File: src/rtl/carregador_de_programa_if.sv
// Host load channel plus processor/instruction-memory bus of the program loader.
// slave is the loader's view; master is the host/processor/memory side.
interface carregador_de_programa_if #(
    parameter int DATA_W = 16,
    parameter int ADDR_W = 16
);
    logic              carga_ini;
    logic [ADDR_W-1:0] carga_base;
    logic [ADDR_W-1:0] carga_qtd;
    logic [DATA_W-1:0] dado_in;
    logic              dado_valid;
    logic              dado_ready;
    logic              carga_ocupado;
    logic              carga_fim;
    logic              erro;
    logic [DATA_W-1:0] soma;
    logic [ADDR_W-1:0] end_proc;
    logic              proc_resetn;
    logic              mem_wr;
    logic [ADDR_W-1:0] mem_end;
    logic [DATA_W-1:0] mem_dado;

    modport slave (
        input  carga_ini, carga_base, carga_qtd, dado_in, dado_valid, end_proc,
        output dado_ready, carga_ocupado, carga_fim, erro, soma,
               proc_resetn, mem_wr, mem_end, mem_dado
    );

    modport master (
        output carga_ini, carga_base, carga_qtd, dado_in, dado_valid, end_proc,
        input  dado_ready, carga_ocupado, carga_fim, erro, soma,
               proc_resetn, mem_wr, mem_end, mem_dado
    );
endinterface

File: src/rtl/carregador_de_programa.sv
// Program loader: writes host words to instruction memory at zero latency per accepted word,
// holding the processor in reset; host backpressure via dado_ready (high only in CARGA).
module carregador_de_programa #(
    parameter int DATA_W = 16,
    parameter int ADDR_W = 16,
    parameter int DEPTH  = 256
) (
    input  logic                       clock,
    input  logic                       reset,
    carregador_de_programa_if.slave    bus
);
    typedef enum logic [1:0] {
        OCIOSO = 2'd0,
        CARGA  = 2'd1,
        LIBERA = 2'd2
    } estado_t;

    estado_t           estado, estado_nxt;
    logic [ADDR_W-1:0] ptr, ptr_nxt;
    logic [ADDR_W-1:0] restante, restante_nxt;
    logic [DATA_W-1:0] soma, soma_nxt;
    logic              erro, erro_nxt;
    logic              proc_resetn, proc_resetn_nxt;
    logic [ADDR_W:0]   limite;
    logic              fora_faixa;
    logic              aceita;

    // One extra bit so base+qtd cannot wrap past the top of the address space.
    assign limite     = {1'b0, bus.carga_base} + {1'b0, bus.carga_qtd};
    assign fora_faixa = limite > (ADDR_W+1)'(DEPTH);
    assign aceita     = bus.dado_valid && (estado == CARGA);

    always_ff @(posedge clock or posedge reset) begin
        if (reset) begin
            estado      <= OCIOSO;
            ptr         <= '0;
            restante    <= '0;
            soma        <= '0;
            erro        <= 1'b0;
            proc_resetn <= 1'b0;
        end else begin
            estado      <= estado_nxt;
            ptr         <= ptr_nxt;
            restante    <= restante_nxt;
            soma        <= soma_nxt;
            erro        <= erro_nxt;
            proc_resetn <= proc_resetn_nxt;
        end
    end

    always_comb begin
        estado_nxt      = estado;
        ptr_nxt         = ptr;
        restante_nxt    = restante;
        soma_nxt        = soma;
        erro_nxt        = erro;
        proc_resetn_nxt = proc_resetn;
        case (estado)
            OCIOSO: begin
                proc_resetn_nxt = 1'b1;
                if (bus.carga_ini) begin
                    if (fora_faixa) begin
                        erro_nxt = 1'b1;
                    end else begin
                        erro_nxt        = 1'b0;
                        ptr_nxt         = bus.carga_base;
                        restante_nxt    = bus.carga_qtd;
                        soma_nxt        = '0;
                        proc_resetn_nxt = 1'b0;
                        estado_nxt      = (bus.carga_qtd == '0) ? LIBERA : CARGA;
                    end
                end
            end
            CARGA: begin
                if (aceita) begin
                    ptr_nxt      = ptr + ADDR_W'(1);
                    restante_nxt = restante - ADDR_W'(1);
                    soma_nxt     = {soma[DATA_W-2:0], soma[DATA_W-1]} ^ bus.dado_in;
                    if (restante == ADDR_W'(1)) begin
                        estado_nxt = LIBERA;
                    end
                end
            end
            LIBERA: begin
                estado_nxt      = OCIOSO;
                proc_resetn_nxt = 1'b1;
            end
            default: begin
                estado_nxt = OCIOSO;
            end
        endcase
    end

    assign bus.dado_ready    = (estado == CARGA);
    assign bus.mem_wr        = aceita;
    assign bus.mem_end       = (estado == CARGA) ? ptr : bus.end_proc;
    assign bus.mem_dado      = bus.dado_in;
    assign bus.carga_ocupado = (estado != OCIOSO);
    assign bus.carga_fim     = (estado == LIBERA);
    assign bus.erro          = erro;
    assign bus.soma          = soma;
    assign bus.proc_resetn   = proc_resetn;
endmodule

File: src/flat_wrapper.sv
// flat-port wrapper written by rule: the top's interface ports become plain ports
module carregador_de_programa_flat 
#(
    parameter int DATA_W = 16,
    parameter int ADDR_W = 16,
    parameter int DEPTH  = 256
)
  (clock, reset, bus_carga_ini, bus_carga_base, bus_carga_qtd, bus_dado_in, bus_dado_valid, bus_end_proc, bus_dado_ready, bus_carga_ocupado, bus_carga_fim, bus_erro, bus_soma, bus_proc_resetn, bus_mem_wr, bus_mem_end, bus_mem_dado);
  carregador_de_programa_if #(.DATA_W(DATA_W), .ADDR_W(ADDR_W)) bus_i ();
  input  logic clock;
  input  logic reset;
  input wire logic [$bits(bus_i.carga_ini)-1:0] bus_carga_ini;
  input wire logic [$bits(bus_i.carga_base)-1:0] bus_carga_base;
  input wire logic [$bits(bus_i.carga_qtd)-1:0] bus_carga_qtd;
  input wire logic [$bits(bus_i.dado_in)-1:0] bus_dado_in;
  input wire logic [$bits(bus_i.dado_valid)-1:0] bus_dado_valid;
  input wire logic [$bits(bus_i.end_proc)-1:0] bus_end_proc;
  output wire logic [$bits(bus_i.dado_ready)-1:0] bus_dado_ready;
  output wire logic [$bits(bus_i.carga_ocupado)-1:0] bus_carga_ocupado;
  output wire logic [$bits(bus_i.carga_fim)-1:0] bus_carga_fim;
  output wire logic [$bits(bus_i.erro)-1:0] bus_erro;
  output wire logic [$bits(bus_i.soma)-1:0] bus_soma;
  output wire logic [$bits(bus_i.proc_resetn)-1:0] bus_proc_resetn;
  output wire logic [$bits(bus_i.mem_wr)-1:0] bus_mem_wr;
  output wire logic [$bits(bus_i.mem_end)-1:0] bus_mem_end;
  output wire logic [$bits(bus_i.mem_dado)-1:0] bus_mem_dado;
  assign bus_i.carga_ini = bus_carga_ini;
  assign bus_i.carga_base = bus_carga_base;
  assign bus_i.carga_qtd = bus_carga_qtd;
  assign bus_i.dado_in = bus_dado_in;
  assign bus_i.dado_valid = bus_dado_valid;
  assign bus_i.end_proc = bus_end_proc;
  assign bus_dado_ready = bus_i.dado_ready;
  assign bus_carga_ocupado = bus_i.carga_ocupado;
  assign bus_carga_fim = bus_i.carga_fim;
  assign bus_erro = bus_i.erro;
  assign bus_soma = bus_i.soma;
  assign bus_proc_resetn = bus_i.proc_resetn;
  assign bus_mem_wr = bus_i.mem_wr;
  assign bus_mem_end = bus_i.mem_end;
  assign bus_mem_dado = bus_i.mem_dado;
  carregador_de_programa #(.DATA_W(DATA_W), .ADDR_W(ADDR_W), .DEPTH(DEPTH)) u_core (.clock(clock), .reset(reset), .bus(bus_i));
endmodule
File: config.mk
export PLATFORM = sky130hd
export DESIGN_NAME = carregador_de_programa_flat
export DESIGN_NICKNAME = d
export VERILOG_FILES = /design/src/rtl/carregador_de_programa_if.sv /design/src/rtl/carregador_de_programa.sv /design/src/flat_wrapper.sv
export SDC_FILE = /design/constraint.sdc
export NUM_CORES = 1
export LEC_CHECK = 0
export ABC_CLOCK_PERIOD_IN_PS = 2200
export CORE_AREA = 2 2 102 104
export DETAILED_ROUTE_END_ITERATION = 6
export DIE_AREA = 0 0 104 106
export PLACE_DENSITY = 0.9
export SYNTH_ARGS = -nofsm -noshare
export SYNTH_HDL_FRONTEND = slang
export SYNTH_SLANG_ARGS = --single-unit
File: constraint.sdc
create_clock -name clock -period 2.2 [get_ports clock]
set_clock_uncertainty 0.1 [all_clocks]
set_input_delay 0.22 -clock clock [delete_from_list [all_inputs] [get_ports clock]]
set_output_delay 0.22 -clock clock [all_outputs]
set_load 0.1 [all_outputs]
==> results_dict.tcl <==
set metrics [dict create \
    cp_max_fo 7 \
    dp_hpwl_mm 11.88 \
    die_h_microns 106 \
    clkSinkCount 52 \
    synth-seq-area-share_pct 29.66 \
    fin_crit_sh_pct 143.8 \
    cts.root.buffer_cell "clkbuf_8" \
    final_common_cell "buf_4" \
    synth.distinct_cells 73 \
    drc 6 \
    p_leak_uw 0.003400 \
    crit_end "u_core.restante[15]" \
    crit_arrival_ns 3.27 \
    area_growth_pct 77.87 \
    postCtsHoldBufs 0 \
    reg2reg_depth 8 \
    clkTransAtPathRegs_ns 0.12 \
    hold_path.class "in2async" \
    setup-violations-final 64 \
    antenna_found_initial 2 \
    grt_pass1_vias 5545 \
    r2r-start "u_core.restante[3]" \
    routedWlPerCell_microns 25.27 \
    rows 37 \
    yosys_warnings 0 \
    tightest_slew_ns 0.4900 \
    final_cell_mix "buf_4, dfrtp_1, nor2_1, nand2_1, buf_12" \
    violations "DRC, setup timing" \
    required_ns 2.31 \
    drive_gt1_share_pct 45.43 \
    critPathKind "in2reg" \
    p_total_uw 7961 \
    fmax_mhz 316.1 \
    ios 122 \
    synth-seq-cells 52 \
    die_area_sq_um 11020 \
    status "complete, but fails checks" \
    initial_core_util_pct 43.87 \
    grt_max_degree 68 \
    synthesis.nets 608 \
    first_pass_iters 7 \
    r2r_end "u_core.restante[15]" \
    design.core.area_sq_um 10000 \
    synth-edff-count 0 \
    timing_hold_violations_final 0 \
    power_density_nw_per_um2 1020 \
    clock_latency_ns 0.34 \
    drtIter0Drc 782 \
    syn_area_per_cell_sq_um 8.436 \
    die_w_microns 104 \
    cts.htree.levels 2 \
    synth_ff_type "dfrtp_1" \
    cts_buffers 5 \
    syn-instance-count 520 \
    start_kind "input pin" \
    gp_congestion 0.9805 \
    io_buffers 121 \
    maxSlewHeadroom_pct 67.03 \
    crit_path_end_kind "flip-flop" \
    finalNetCount 820 \
    startpoint "bus_carga_qtd[7]" \
    cts_buffer_depth 2 \
    r2r_setup_slack_ns -0.73 \
    globalRouteOverflowTotal 0 \
    via_per_inst 6.808 \
    wl_mm 22.01 \
    setup_ws_ns -0.9639 \
    grt_setup_unrepaired "yes" \
    synthArstFlopShare_pct 100.0 \
    drv_slew 0 \
    peakVddDrop_v 0.0008195 \
    drv_cap 0 \
    netlist_area_sq_um 4387 \
    fin_crit_ns 3.164 \
    grt_usage_pct 32.57 \
    ant_nets 0 \
    vias 5930 \
    grt_pass1_wl_mm 28.96 \
    cts_tree "yes" \
    holdWs_ns 0.1323 \
]
cells by family (layout without fill, tap and decap cells):
group | after synthesis | after routing | share of synthesized area, %
adder cells (fa/ha/maj) | 20 | 20 | 5.876
XOR/XNOR | 20 | 20 | 3.993
multiplexers | 10 | 10 | 2.453
AND/OR/NAND/NOR | 200 | 200 | 22.73
other | 0 | 2 | 0
AO/OA/AOI/OAI | 161 | 161 | 26.90
buffers and inverters | 57 | 270 | 8.385
flip-flops | 52 | 52 | 29.66
cell type report:
| class | count | area (sq um) |
|---|---|---|
| Antenna cell | 2 | 5.005 |
| Clock buffer | 5 | 68.82 |
| Clock inverter | 3 | 25.02 |
| Fill cell | 558 | 2197 |
| Inverter | 13 | 48.80 |
| Multi-Input combinational cell | 411 | 3528 |
| Sequential cell | 52 | 1301 |
| Tap cell | 136 | 170.2 |
| Timing Repair Buffer | 249 | 2655 |
state kept, by name (all words and copies together), names as in the netlist:
| signal | count |
|---|---|
| u_core.bus.proc_resetn | 1 |
| u_core.ptr | 16 |
| u_core.estado | 2 |
| u_core.bus.soma | 16 |
| u_core.restante | 16 |
| u_core.bus.erro | 1 |
where the power goes:
group,total [uW],switching [uW],internal [uW]
Combinational,5270,3370,1910
Sequential,2040,668,1380
Clock,642,409,234
Total,7960,4440,3520
worst min path at each step:
stage                             start                   to  depth (start not counted)
global route                      reset  u_core.bus.soma[12]                          3
global placement       u_core.estado[1]     u_core.estado[1]                          1
finish                            reset  u_core.bus.soma[15]                          3
detailed placement  u_core.restante[14]  u_core.restante[14]                          2
CTS                               reset  u_core.bus.soma[15]                          3
floorplan             bus_carga_base[0]        u_core.ptr[0]                          2
per-layer routing:
| layer | wire length [microns] | share of wire (%) | track usage (%) | vias to the layer above |
|---|---|---|---|---|
| li1 | - | - | - | 2333 |
| met4 | 2528 | 11 | 23.94 | 0 |
| met3 | 2770 | 13 | 6.254 | 251 |
| met5 | 0 | 0 | 0 | - |
| met2 | 9596 | 44 | 54.23 | 659 |
| met1 | 7117 | 32 | 37.45 | 2687 |
critical path, stage by stage:
cell	delay [ns]
clkdlybuf4s15_1	0.24
ha_4	0.26
and3_4	0.20
a221oi_4	0.47
nand2_4	0.15
buf_12	0.16
mux2i_4	0.18
nor3_4	0.28
a41oi_4	0.23
buf_6	0.20
buf_12	0.16
o31ai_2	0.32
o21ai_1	0.18
synthesized netlist by cell type, drive strengths merged, types with 6 or more instances:
cell type / n / area share (%)
o211ai: 6 / 1.1
nand3: 13 / 1.5
nand2: 65 / 5.7
buf: 32 / 6.2
clkbuf: 12 / 1.1
a211oi: 8 / 1.7
inv: 13 / 1.1
o31ai: 13 / 2.5
a21oi: 25 / 3.0
dfrtp: 52 / 30
o21ai: 35 / 4.2
nand4: 6 / 0.86
ha: 19 / 5.4
a31oi: 8 / 1.5
mux2i: 7 / 1.6
a22oi: 7 / 1.2
nor4: 10 / 1.8
nor3: 16 / 2.3
xor2: 18 / 3.6
a2bb2oi: 7 / 1.4
a22o: 16 / 3.2
and3: 10 / 1.4
nor2: 53 / 4.5
stage by stage:
stage	utilization, %	setup slack (ns)	cell area [sq um]	instances	setup TNS, ns
floorplan	-	-0.4236	4568	520	-18.00
global placement	67.51	-1.003	6750	836	-47.85
detailed placement	67.51	-1.110	6750	836	-52.35
CTS	73.79	-0.3931	7378	860	-15.79
global route	78.00	-0.9073	7800	870	-37.94
finish	78.03	-0.9639	7802	871	-37.76
repair_timing:
action	in CTS	in global routing
hold endpoints to repair	0	0
gates resized for setup	126	85
pin swaps	47	38
cloned	4	2
setup endpoints to repair	68	68
buffers inserted	12	10
Note: power is estimated with default switching activity, not from simulation.
